<file path="src/rtl/rv32i_types.sv">
// Purpose: shared RV32I front-end types (opcode enum, fetch packet) used by fetch, queue and decode.
// Latency: n/a (types, constants and a pure packing helper only).
// Backpressure: n/a.
package rv32i_types;

    localparam logic [31:0] DEFAULT_RESET_PC = 32'h0000_0060;
    localparam int unsigned DEFAULT_PC_STEP  = 4;

    typedef enum logic [6:0] {
        op_lui   = 7'b0110111,
        op_auipc = 7'b0010111,
        op_jal   = 7'b1101111,
        op_jalr  = 7'b1100111,
        op_br    = 7'b1100011,
        op_load  = 7'b0000011,
        op_store = 7'b0100011,
        op_imm   = 7'b0010011,
        op_reg   = 7'b0110011,
        op_csr   = 7'b1110011
    } rv32i_opcode;

    typedef struct packed {
        logic [31:0] pc;
        logic [31:0] next_pc;
        logic [31:0] instr;
        rv32i_opcode opcode;
    } pc_info_t;

    // Prediction fields are filled further down the pipe; fetch leaves them zero.
    typedef struct packed {
        pc_info_t    pc_info;
        logic        bp_taken;
        logic [31:0] bp_target;
    } pci_t;

    function automatic pci_t make_pci(input logic [31:0] pc,
                                      input logic [31:0] next_pc,
                                      input logic [31:0] rdata);
        pci_t p;
        p                = '0;
        p.pc_info.pc      = pc;
        p.pc_info.next_pc = next_pc;
        p.pc_info.instr   = rdata;
        p.pc_info.opcode  = rv32i_opcode'(rdata[6:0]);
        return p;
    endfunction

endpackage

</file>
<file path="src/rtl/instr_fetch_pc_register.sv">
// Purpose: program counter with reset value, flush redirect and sequential +PC_STEP advance.
// Latency: 1 cycle from advance/flush to the new pc; pc_seq is combinational from pc.
// Backpressure: none; the caller only raises advance when a word is actually accepted.
// Ports: clk/rst; advance (step pc); flush + flush_pc (redirect, wins over advance);
//        pc (current fetch pc); pc_seq (pc + PC_STEP, wraps modulo 2^32).
module pc_register
    import rv32i_types::*;
#(
    parameter logic [31:0] RESET_PC = DEFAULT_RESET_PC,
    parameter int unsigned PC_STEP  = DEFAULT_PC_STEP
) (
    input  logic        clk,
    input  logic        rst,
    input  logic        advance,
    input  logic        flush,
    input  logic [31:0] flush_pc,
    output logic [31:0] pc,
    output logic [31:0] pc_seq
);

    assign pc_seq = pc + 32'(PC_STEP);

    always_ff @(posedge clk) begin
        if (rst) begin
            pc <= RESET_PC;
        end else if (flush) begin
            pc <= flush_pc;
        end else if (advance) begin
            pc <= pc_seq;
        end
    end

endmodule

</file>
<file path="src/rtl/instr_fetch.sv">
// Purpose: fetch stage; one outstanding I-cache read at a time, packs word+pc into the instruction queue.
// Latency: enq is combinational with icache_resp (0 cycles after the cache returns data).
// Backpressure: iq_full parks the returned word in a hold register and stops reading until space frees.
// Ports: clk/rst (sync, active-high); flush/flush_pc redirect; iq_full/iq_enq/iq_data queue push;
//        icache_read/icache_address request (held until icache_resp); icache_rdata/icache_resp return.
module instr_fetch
    import rv32i_types::*;
#(
    parameter logic [31:0] RESET_PC = DEFAULT_RESET_PC,
    parameter int unsigned PC_STEP  = DEFAULT_PC_STEP
) (
    input  logic        clk,
    input  logic        rst,
    input  logic        flush,
    input  logic [31:0] flush_pc,
    input  logic        iq_full,
    output logic        iq_enq,
    output pci_t        iq_data,
    output logic        icache_read,
    output logic [31:0] icache_address,
    input  logic [31:0] icache_rdata,
    input  logic        icache_resp
);

    typedef enum logic [1:0] {
        REQ,
        HOLD,
        DISCARD
    } fetch_state_t;

    fetch_state_t state, state_nxt;
    pci_t         hold_pkt;
    logic         hold_ld;
    logic [31:0]  disc_addr;
    logic         advance;
    logic [31:0]  pc;
    logic [31:0]  pc_seq;

    pc_register #(
        .RESET_PC (RESET_PC),
        .PC_STEP  (PC_STEP)
    ) u_pc (
        .clk      (clk),
        .rst      (rst),
        .advance  (advance),
        .flush    (flush),
        .flush_pc (flush_pc),
        .pc       (pc),
        .pc_seq   (pc_seq)
    );

    always_comb begin
        state_nxt      = state;
        iq_enq         = 1'b0;
        iq_data        = '0;
        icache_read    = 1'b0;
        icache_address = '0;
        advance        = 1'b0;
        hold_ld        = 1'b0;

        case (state)
            REQ: begin
                icache_read    = 1'b1;
                icache_address = pc;
                if (flush) begin
                    // A read still in flight must be drained before the redirect target is issued.
                    state_nxt = icache_resp ? REQ : DISCARD;
                end else if (icache_resp) begin
                    if (!iq_full) begin
                        iq_enq  = 1'b1;
                        iq_data = make_pci(pc, pc_seq, icache_rdata);
                        advance = 1'b1;
                    end else begin
                        hold_ld   = 1'b1;
                        state_nxt = HOLD;
                    end
                end
            end
            HOLD: begin
                if (flush) begin
                    state_nxt = REQ;
                end else if (!iq_full) begin
                    iq_enq    = 1'b1;
                    iq_data   = hold_pkt;
                    advance   = 1'b1;
                    state_nxt = REQ;
                end
            end
            DISCARD: begin
                // Keep presenting the address of the abandoned read; the cache sees no change.
                icache_read    = 1'b1;
                icache_address = disc_addr;
                // The stale read completes here; any flush this cycle has already retargeted pc.
                if (icache_resp) begin
                    state_nxt = REQ;
                end
            end
            default: begin
                state_nxt = REQ;
            end
        endcase

        if (rst) begin
            iq_enq         = 1'b0;
            iq_data        = '0;
            icache_read    = 1'b0;
            icache_address = '0;
        end
    end

    always_ff @(posedge clk) begin
        if (rst) begin
            state     <= REQ;
            hold_pkt  <= '0;
            disc_addr <= '0;
        end else begin
            state <= state_nxt;
            if (hold_ld) begin
                hold_pkt <= make_pci(pc, pc_seq, icache_rdata);
            end
            // Tracks the address of the read issued from REQ so DISCARD can keep it stable.
            if (state == REQ) begin
                disc_addr <= pc;
            end
        end
    end

endmodule

</file>
<file path="config.mk">
export PLATFORM = sky130hd
export DESIGN_NAME = instr_fetch
export DESIGN_NICKNAME = d
export VERILOG_FILES = /design/src/rtl/rv32i_types.sv /design/src/rtl/instr_fetch_pc_register.sv /design/src/rtl/instr_fetch.sv
export SDC_FILE = /design/constraint.sdc
export NUM_CORES = 1
export LEC_CHECK = 0
export CORE_MARGIN = 8
export CORE_UTILIZATION = 40
export DETAILED_ROUTE_END_ITERATION = 12
export GPL_ROUTABILITY_DRIVEN = 1
export GPL_TIMING_DRIVEN = 0
export PLACE_DENSITY = 0.8
export REMOVE_ABC_BUFFERS = 1
export SETUP_SLACK_MARGIN = 0.02
export SYNTH_ARGS = -nofsm -noshare
export SYNTH_HDL_FRONTEND = slang
export SYNTH_SLANG_ARGS = --single-unit
export TNS_END_PERCENT = 20
</file>
<file path="constraint.sdc">
create_clock -name clk -period 3.91 [get_ports clk]
set_input_delay 0.5865 -clock clk [delete_from_list [all_inputs] [get_ports clk]]
set_output_delay 0.5865 -clock clk [all_outputs]
set_load 0.03 [all_outputs]
</file>
==> flow_metrics.tcl, run 1 <==
set metrics [dict create \
    layout_common_cells "nand2_1, nor2_1, dfxtp_1, clkdlybuf4s50_1, a21oi_1" \
    clock_latency_ps 420 \
    grt_usage 0.2032 \
    cts_buffers 17 \
    crit_chain "buf_12 > or2_4 > nor4b_4 > buf_6 > buf_4 > buf_4 > buf_4 > a22oi_1 > nor2_1 > clkdlybuf4s15_2" \
    synth_area_mm2 0.008691 \
    drive_gt1_frac 0.07339 \
    start_kind "flip-flop" \
    synth-seq-cells 160 \
    antenna_found_initial 1 \
    hp-class "flip-flop to flip-flop" \
    dr.pass1.iters 8 \
    nFillCells 2047 \
    layout_commonest_cell "nand2_1" \
    holdBufCountCts 0 \
    drc 0 \
    ys_top_cells_by_area "dfxtp_1, nand2_1, nor2_1" \
    dp_hpwl_um 18910 \
    regArea_mm2 0.003209 \
    drt_iter0_drc 608 \
    leakage_nw 4.771 \
    areaGrowthSynthToFinish_pct 30.80 \
    slew_viol_final 0 \
    async_flop_share 0 \
    worstMarginPinSlew_ps 992.6 \
    cts_sinks 160 \
    synth_warnings 0 \
    nNetsFinal 1369 \
    rows 54 \
    dp_slack_ps -1215 \
    status "completed" \
    fmax_mhz 259.4 \
    synth-seq-area-share 0.3686 \
    root_buffer "clkbuf_16" \
    final_util 0.5274 \
    postRouteAntennaNets 0 \
    fin_area_mm2 0.01137 \
    drt-vias-per-instance 5.344 \
    port_buffers 205 \
    core_area_mm2 0.02155 \
    fp.dieW_um 163.4 \
    clockBufferDepth 2 \
    clk_pin_slew_ps 60 \
    start_util 0.4032 \
    rsz0062_at_grt "yes" \
    syn_avg_cell_area_um2 7.353 \
    min_period_ps 3855 \
    power_density_mw_per_mm2 358.8 \
    cp_slowest_stage_delay_ps 460 \
    cpMostUsedCell "buf_4" \
    synth_edf_count 0 \
    crit_arrival_ps 3270 \
    place_area_mm2 0.01067 \
    finalWirelength_um 28350 \
    grt_overflow 0 \
    grt_pass1_wl_um 43720 \
    syn_inst 1182 \
    yosysUniqueCellTypes 46 \
    crit_type "flip-flop to primary output" \
    multi_input_area_mm2 0.004785 \
    drv_cap 0 \
    period_share 0.9860 \
    peakVddDrop_mv 0.2695 \
    cp_slowest_cell "dfxtp_4" \
    synth_top_area_cell "dfxtp_1" \
    crit_required_ps 3320 \
    post_drt_wl_per_cell_um 17.84 \
    grt_pass1_vias 8124 \
    finalHoldViolCount 0 \
    synth_top_cell_area_share 0.3686 \
    end_kind "primary output" \
    die-area_mm2 0.02670 \
    fin_worst_skew_ps 10.24 \
    synthFlopType "dfxtp_1" \
    worst-path-max-fanout 33 \
    cts_htree_levels 4 \
    num_vias 8491 \
    die_y_um 163.4 \
    worst_slack_ps 54.76 \
    ios 239 \
    setup_viol 0 \
    cts_tree "done" \
    max_slew_margin 0.3367 \
    gp_congestion 0.7725 \
    finalPower_mw 4.078 \
    grt_max_degree 86 \
]
## cell families (layout without fill, tap and decap cells)
logic type / after synthesis / count (layout) / synth area share
compound gates: 256 / 256 / 0.1850
other cells: 1 / 34 / 0.0004315
mux: 35 / 35 / 0.04031
simple gates: 503 / 503 / 0.2509
xor+xnor: 47 / 47 / 0.04737
flops: 160 / 160 / 0.3686
fa+ha+maj: 1 / 1 / 0.001439
buf+inv: 179 / 273 / 0.1060
## critical path: cells and delay by family, from the launching register on
family / cells / cell delay, ps
compound gates: 1 / 90
simple gates: 3 / 930
buf+inv: 6 / 1360
flops: 1 / 460
## power breakdown
part / switching (mW) / internal (mW)
logic: 0.371 / 0.228
clock network: 0.661 / 1.02
registers: 0.0915 / 1.70
## registers in the layout (all words and copies together), names as in the netlist
signal / flops
disc_addr: 32
hold_pkt: 94
state: 2
u_pc.pc: 32
## repair_timing
item / 4_1_cts / 5_1_grt
gates resized for setup: 70 / 70
setup buffers: 2 / 0
pin swaps: 4 / 0
setup endpoints to repair: 105 / 49
## through the flow
| stage | hold WS [ps] | cells | setup TNS [ps] |
|---|---|---|---|
| 2_1_floorplan | 430.0 | 1046 | -605670 |
| 3_3_place_gp | 440.9 | 1531 | -1859860 |
| 3_5_place_dp | 446.1 | 1558 | -83880 |
| 4_1_cts | 454.1 | 1588 | -302.3 |
| 5_1_grt | 468.3 | 1589 | -104.1 |
| 6_report | 454.0 | 1589 | 0 |
## cell usage after synthesis (4+ instances only)
cell        n
dfxtp_1   160
xnor2_1    34
a21oi_1   107
xor2_1     13
mux2i_1    35
buf_2      30
a22oi_1    73
buf_4      50
nand2_1   247
nand3_1    17
o21ai_0    23
or2_2       4
inv_1      11
nand4_1    15
a311oi_1    4
a211oi_1   34
nor2_1    160
and3_1      5
clkbuf_1   81
nor3_1     15
nor4_1      7
and4_1      7
and2_1      8
## area by class of cell
class                      count  share of cell area
timing repair buffer         234              0.2116
clock buffer                  22             0.04084
multi-input combinational    875              0.4209
inverter                      11            0.003632
antenna                        1           0.0002201
clock inverter                 6            0.009686
sequential                   160              0.2823
tap                          280             0.03082
## routing by layer
layer | global-route usage | up-vias | part of all wire
met2 | 0.3394 | 279 | 0.48
met3 | 0.05192 | 26 | 0.067
met5 | 0 | - | 0
met1 | 0.2559 | 4038 | 0.44
li1 | - | 4148 | -
met4 | 0.05171 | 0 | 0.012
## final timing paths
kind                                     from            end  slack [ps]  cells past startpoint
worst min register to register  disc_addr[13]  disc_addr[13]         450                      2
worst min-delay path            disc_addr[13]  disc_addr[13]         450                      2
worst max register to register       state[1]   hold_pkt[91]         760                      6
worst max-delay path                 state[1]    iq_data[69]          50                     10
Power figures use the tool's default switching activity.
==> inputs of run 2 (changes only) <==
--- a/config.mk
+++ b/config.mk
@@ -10,9 +10,10 @@
 export DETAILED_ROUTE_END_ITERATION = 12
 export GPL_ROUTABILITY_DRIVEN = 1
 export GPL_TIMING_DRIVEN = 0
-export PLACE_DENSITY = 0.8
+export PLACE_DENSITY = 0.73
 export REMOVE_ABC_BUFFERS = 1
 export SETUP_SLACK_MARGIN = 0.02
+export SLEW_MARGIN = 20
 export SYNTH_ARGS = -nofsm -noshare
 export SYNTH_HDL_FRONTEND = slang
 export SYNTH_SLANG_ARGS = --single-unit
==> flow_metrics.tcl, run 2 (synthesis results as in run 1) <==
set metrics [dict create \
    status "completed" \
    num_vias 8438 \
    holdBufCountCts 0 \
    drt-vias-per-instance 5.270 \
    grt_pass1_vias 8002 \
    hp-class "flip-flop to flip-flop" \
    multi_input_area_mm2 0.004770 \
    min_period_ps 3824 \
    port_buffers 205 \
    fp.dieW_um 163.4 \
    crit_chain "dlygate4sd2_1 > nor4b_4 > buf_2 > buf_2 > buf_2 > a22oi_1 > nor2_1 > clkdlybuf4s50_1" \
    dp_hpwl_um 18830 \
    setup_viol 0 \
    start_kind "input port" \
    worst_slack_ps 86.04 \
    clock_latency_ps 430 \
    max_slew_margin 0.2882 \
    finalHoldViolCount 0 \
    regMostFlops "hold_pkt" \
    largest_register_ff_count 94 \
    crit_arrival_ps 3240 \
    die-area_mm2 0.02670 \
    nNetsFinal 1378 \
    cp_slowest_stage_delay_ps 690 \
    layout_commonest_cell "nand2_1" \
    layout_common_cells "nand2_1, nor2_1, dfxtp_1, clkdlybuf4s50_1, a21oi_1" \
    drt_iter0_drc 687 \
    dr.pass1.iters 5 \
    clk_pin_slew_ps 60 \
    reg.largest.list "hold_pkt x94, disc_addr x32, u_pc.pc x32" \
    cts_tree "done" \
    grt_overflow 0 \
    dp_slack_ps -991.3 \
    drv_cap 0 \
    power_density_mw_per_mm2 361.1 \
    end_kind "primary output" \
    areaGrowthSynthToFinish_pct 31.17 \
    fin_worst_skew_ps 20.88 \
    root_buffer "clkbuf_16" \
    peakVddDrop_mv 0.2563 \
    drive_gt1_frac 0.07419 \
    drc 0 \
    rows 54 \
    fin_area_mm2 0.01140 \
    clockBufferDepth 2 \
    cp_slowest_cell "clkdlybuf4s50_1" \
    grt_pass1_wl_um 43690 \
    leakage_nw 4.332 \
    gp_congestion 0.7537 \
    post_drt_wl_per_cell_um 17.34 \
    slew_viol_final 0 \
    fmax_mhz 261.5 \
    core_area_mm2 0.02155 \
    worst-path-max-fanout 19 \
    rsz0062_at_grt "yes" \
    antenna_found_initial 0 \
    diodes 0 \
    place_area_mm2 0.01071 \
    cpMostUsedCell "buf_2" \
    period_share 0.9780 \
    worstMarginPinSlew_ps 1068 \
    postRouteAntennaNets 0 \
    finalWirelength_um 27770 \
    die_y_um 163.4 \
    regArea_mm2 0.003208 \
    grt_usage 0.2019 \
    cts_buffers 17 \
    nFillCells 2019 \
    final_util 0.5289 \
    crit_required_ps 3320 \
    grt_max_degree 85 \
    start_util 0.4032 \
    cts_sinks 160 \
    cts_htree_levels 4 \
    ios 239 \
    crit_type "input port to primary output" \
]
[run 2: repair_timing]
item,4_1_cts,5_1_grt
cloned,1,0
setup buffers,3,0
gates resized for setup,37,19
endpoints found under the setup margin,103,39
pin swaps,3,0
[run 2: where the power goes]
group          switching (mW)  leakage [nW]  internal (mW)
Clock                   0.696         0.300           1.02
Sequential             0.0934          1.31           1.70
Combinational           0.367          2.72          0.238
[run 2: final timing paths]
path                       from            end  slack (ps)  depth (start not counted)
hold / removal    hold_pkt[134]  hold_pkt[134]         450                          2
setup reg to reg       state[1]   hold_pkt[40]        1130                          7
setup / recovery          flush    iq_data[46]          90                          8
hold reg to reg   hold_pkt[134]  hold_pkt[134]         450                          2
[run 2: metrics by stage]
step	cells	hold WS (ps)	TNS, ps	power (mW)
floorplan	1046	430.0	-605670	2.138
global placement	1531	441.2	-1846200	2.408
detailed placement	1565	446.5	-75610	2.427
CTS	1601	455.6	0	4.148
global route	1601	468.8	-332.0	4.283
finish	1601	453.9	0	4.116
[run 2: cell type report]
class | count | share of cell area
clock buffers | 18 | 0.03852
inverters | 11 | 0.003622
clock inverters | 14 | 0.01427
flip-flops and latches | 160 | 0.2814
multi-input cells | 876 | 0.4184
well taps | 280 | 0.03073
repair buffers | 242 | 0.2130
[run 2: critical path: cells and delay by family]
family | cells | cell delay, ps
AOI/OAI and AO/OA | 1 | 110
and+or+nand+nor | 2 | 490
buffers and inverters | 5 | 2030
[run 2: per-layer routing]
| layer | track usage | wire [um] |
|---|---|---|
| met4 | 0.06172 | 416 |
| met5 | 0 | 0 |
| met3 | 0.03805 | 1756 |
| met2 | 0.3332 | 13170 |
| met1 | 0.2620 | 12420 |
==> inputs of run 3 (changes only) <==
--- a/config.mk
+++ b/config.mk
@@ -5,7 +5,7 @@
 export SDC_FILE = /design/constraint.sdc
 export NUM_CORES = 1
 export LEC_CHECK = 0
-export CORE_MARGIN = 8
+export CORE_MARGIN = 5
 export CORE_UTILIZATION = 40
 export DETAILED_ROUTE_END_ITERATION = 12
 export GPL_ROUTABILITY_DRIVEN = 1
@@ -13,7 +13,6 @@
 export PLACE_DENSITY = 0.73
 export REMOVE_ABC_BUFFERS = 1
 export SETUP_SLACK_MARGIN = 0.02
-export SLEW_MARGIN = 20
 export SYNTH_ARGS = -nofsm -noshare
 export SYNTH_HDL_FRONTEND = slang
 export SYNTH_SLANG_ARGS = --single-unit
==> flow_metrics.tcl, run 3 (synthesis results as in run 1) <==
set metrics [dict create \
    status "completed" \
    drt-vias-per-instance 5.335 \
    slew_viol_final 0 \
    routedLengthMet1_um 12170 \
    finalPower_mw 4.157 \
    root_buffer "clkbuf_16" \
    ff2ff_path_depth 6 \
    min_period_ps 3819 \
    port_buffers 205 \
    die-area_mm2 0.02477 \
    finalHoldViolCount 0 \
    crit_required_ps 3320 \
    regMostFlops "hold_pkt" \
    antenna_found_initial 0 \
    drv_cap 0 \
    cts_htree_levels 4 \
    critPathLaunch "u_pc.pc[2]" \
    reg2reg_from "state[1]" \
    grt_usage 0.2158 \
    hp-class "flip-flop to flip-flop" \
    finalWirelength_um 27540 \
    worst-path-max-fanout 9 \
    diodes 0 \
    reg2reg_slack_ps 960 \
    period_share 0.9767 \
    grt_pass1_vias 8201 \
    clock_latency_ps 420 \
    areaGrowthSynthToFinish_pct 31.63 \
    top_layer "met4" \
    layout_commonest_cell "nand2_1" \
    crit_arrival_ps 3230 \
    grt_max_degree 84 \
    peakVddDrop_mv 0.2510 \
    r2r-end "hold_pkt[83]" \
    worst_hold_slack_ps 452.2 \
    reg.largest.list "hold_pkt x94, disc_addr x32, u_pc.pc x32" \
    ios 239 \
    num_vias 8526 \
    dr.pass1.iters 5 \
    start_util 0.4020 \
    power_density_mw_per_mm2 363.4 \
    clockBufferDepth 2 \
    start_kind "flip-flop" \
    dp_hpwl_um 17900 \
    rsz0062_at_grt "yes" \
    max_slew_margin 0.3744 \
    cts_buffers 17 \
    worstMarginPinSlew_ps 938.5 \
    met2WireLength_um 12870 \
    largest_register_ff_count 94 \
    clk_pin_slew_ps 70 \
    end_kind "primary output" \
    nNetsFinal 1375 \
    cts_tree "done" \
    fmax_mhz 261.9 \
    setup_viol 0 \
    crit_type "flip-flop to primary output" \
    grt_overflow 0 \
    cts_sinks 160 \
    fin_worst_skew_ps 16.92 \
    nFillCells 2070 \
    layout_common_cells "nand2_1, clkdlybuf4s50_1, nor2_1, dfxtp_1, a21oi_1" \
    leakage_nw 4.245 \
    holdBufCountCts 0 \
    grt_pass1_wl_um 43110 \
    postRouteAntennaNets 0 \
    wl_met3_um 1900 \
    rows 54 \
    drive_gt1_frac 0.08422 \
    drc 0 \
    gp_congestion 0.7653 \
    drt_iter0_drc 606 \
    fp.dieW_um 157.4 \
    post_drt_wl_per_cell_um 17.23 \
    core_area_mm2 0.02162 \
    die_y_um 157.4 \
    endpoint "iq_data[84]" \
]
-- run 3: changes by cell type in the layout (fill, tap and decap cells not counted), sizes merged --
cell,change
clkbuf,+11
clkdlybuf4s15,+1
clkdlybuf4s50,+9
clkinv,-2
dlygate4sd2,-21
dlymetal6s2s,-1
-- run 3: per-layer routing --
metal | up-vias | GRT usage
met3 | 42 | 0.04454
met2 | 309 | 0.3586
li1 | 4158 | -
met5 | - | 0
met1 | 4017 | 0.2795
met4 | 0 | 0.07374
-- run 3: worst min path at each step --
stage                   from       endpoint  slack [ps]  cells after the start
3_3_place_gp   disc_addr[12]  disc_addr[12]         440                      2
5_1_grt        disc_addr[24]  disc_addr[24]         470                      2
2_1_floorplan   disc_addr[0]   disc_addr[0]         430                      2
3_5_place_dp   disc_addr[12]  disc_addr[12]         450                      2
6_report       disc_addr[10]  disc_addr[10]         450                      2
4_1_cts        disc_addr[12]  disc_addr[12]         450                      2
-- run 3: layout make-up --
| cell class | count | area, um^2 | share of cell area |
|---|---|---|---|
| Clock buffer | 20 | 466.7 | 0.04080 |
| Clock inverter | 12 | 156.4 | 0.01367 |
| Inverter | 11 | 41.29 | 0.003609 |
| Multi-Input combinational cell | 876 | 4778 | 0.4177 |
| Sequential cell | 160 | 3212 | 0.2808 |
| Tap cell | 280 | 350.3 | 0.03062 |
| Timing Repair Buffer | 239 | 2435 | 0.2128 |
-- run 3: per-stage QoR --
step                      setup TNS [ps]  area (um^2)    util  cells  worst slack, ps
after floorplan                  -605670         7931       -   1046            -6560
after global placement          -1933190        10330  0.4780   1531           -15950
after detailed placement          -89570        10710  0.4951   1558            -1074
after CTS                              0        11420  0.5284   1598            46.20
after global routing              -254.6        11440  0.5291   1598           -89.58
final                                  0        11440  0.5291   1598            91.22
-- run 3: repair_timing --
action                                  CTS  global route
resized for setup                        47            41
buffers inserted                          7             0
pin swaps                                 4             0
cloned                                    1             0
endpoints found under the setup margin  104            67
-- run 3: critical path: stages (launching register included) --
cell and delay (ps):
dfxtp_1 510, ha_1 290, nand3_1 250, nor3_1 460, nand3_1 160, xor2_1 190
o21ai_0 210, clkdlybuf4s50_1 740
-- run 3: power by group --
part           internal [mW]  leakage, nW  switching [mW]
registers               1.70         1.31          0.0904
clock network           1.06        0.307           0.699
logic                  0.234         2.63           0.370
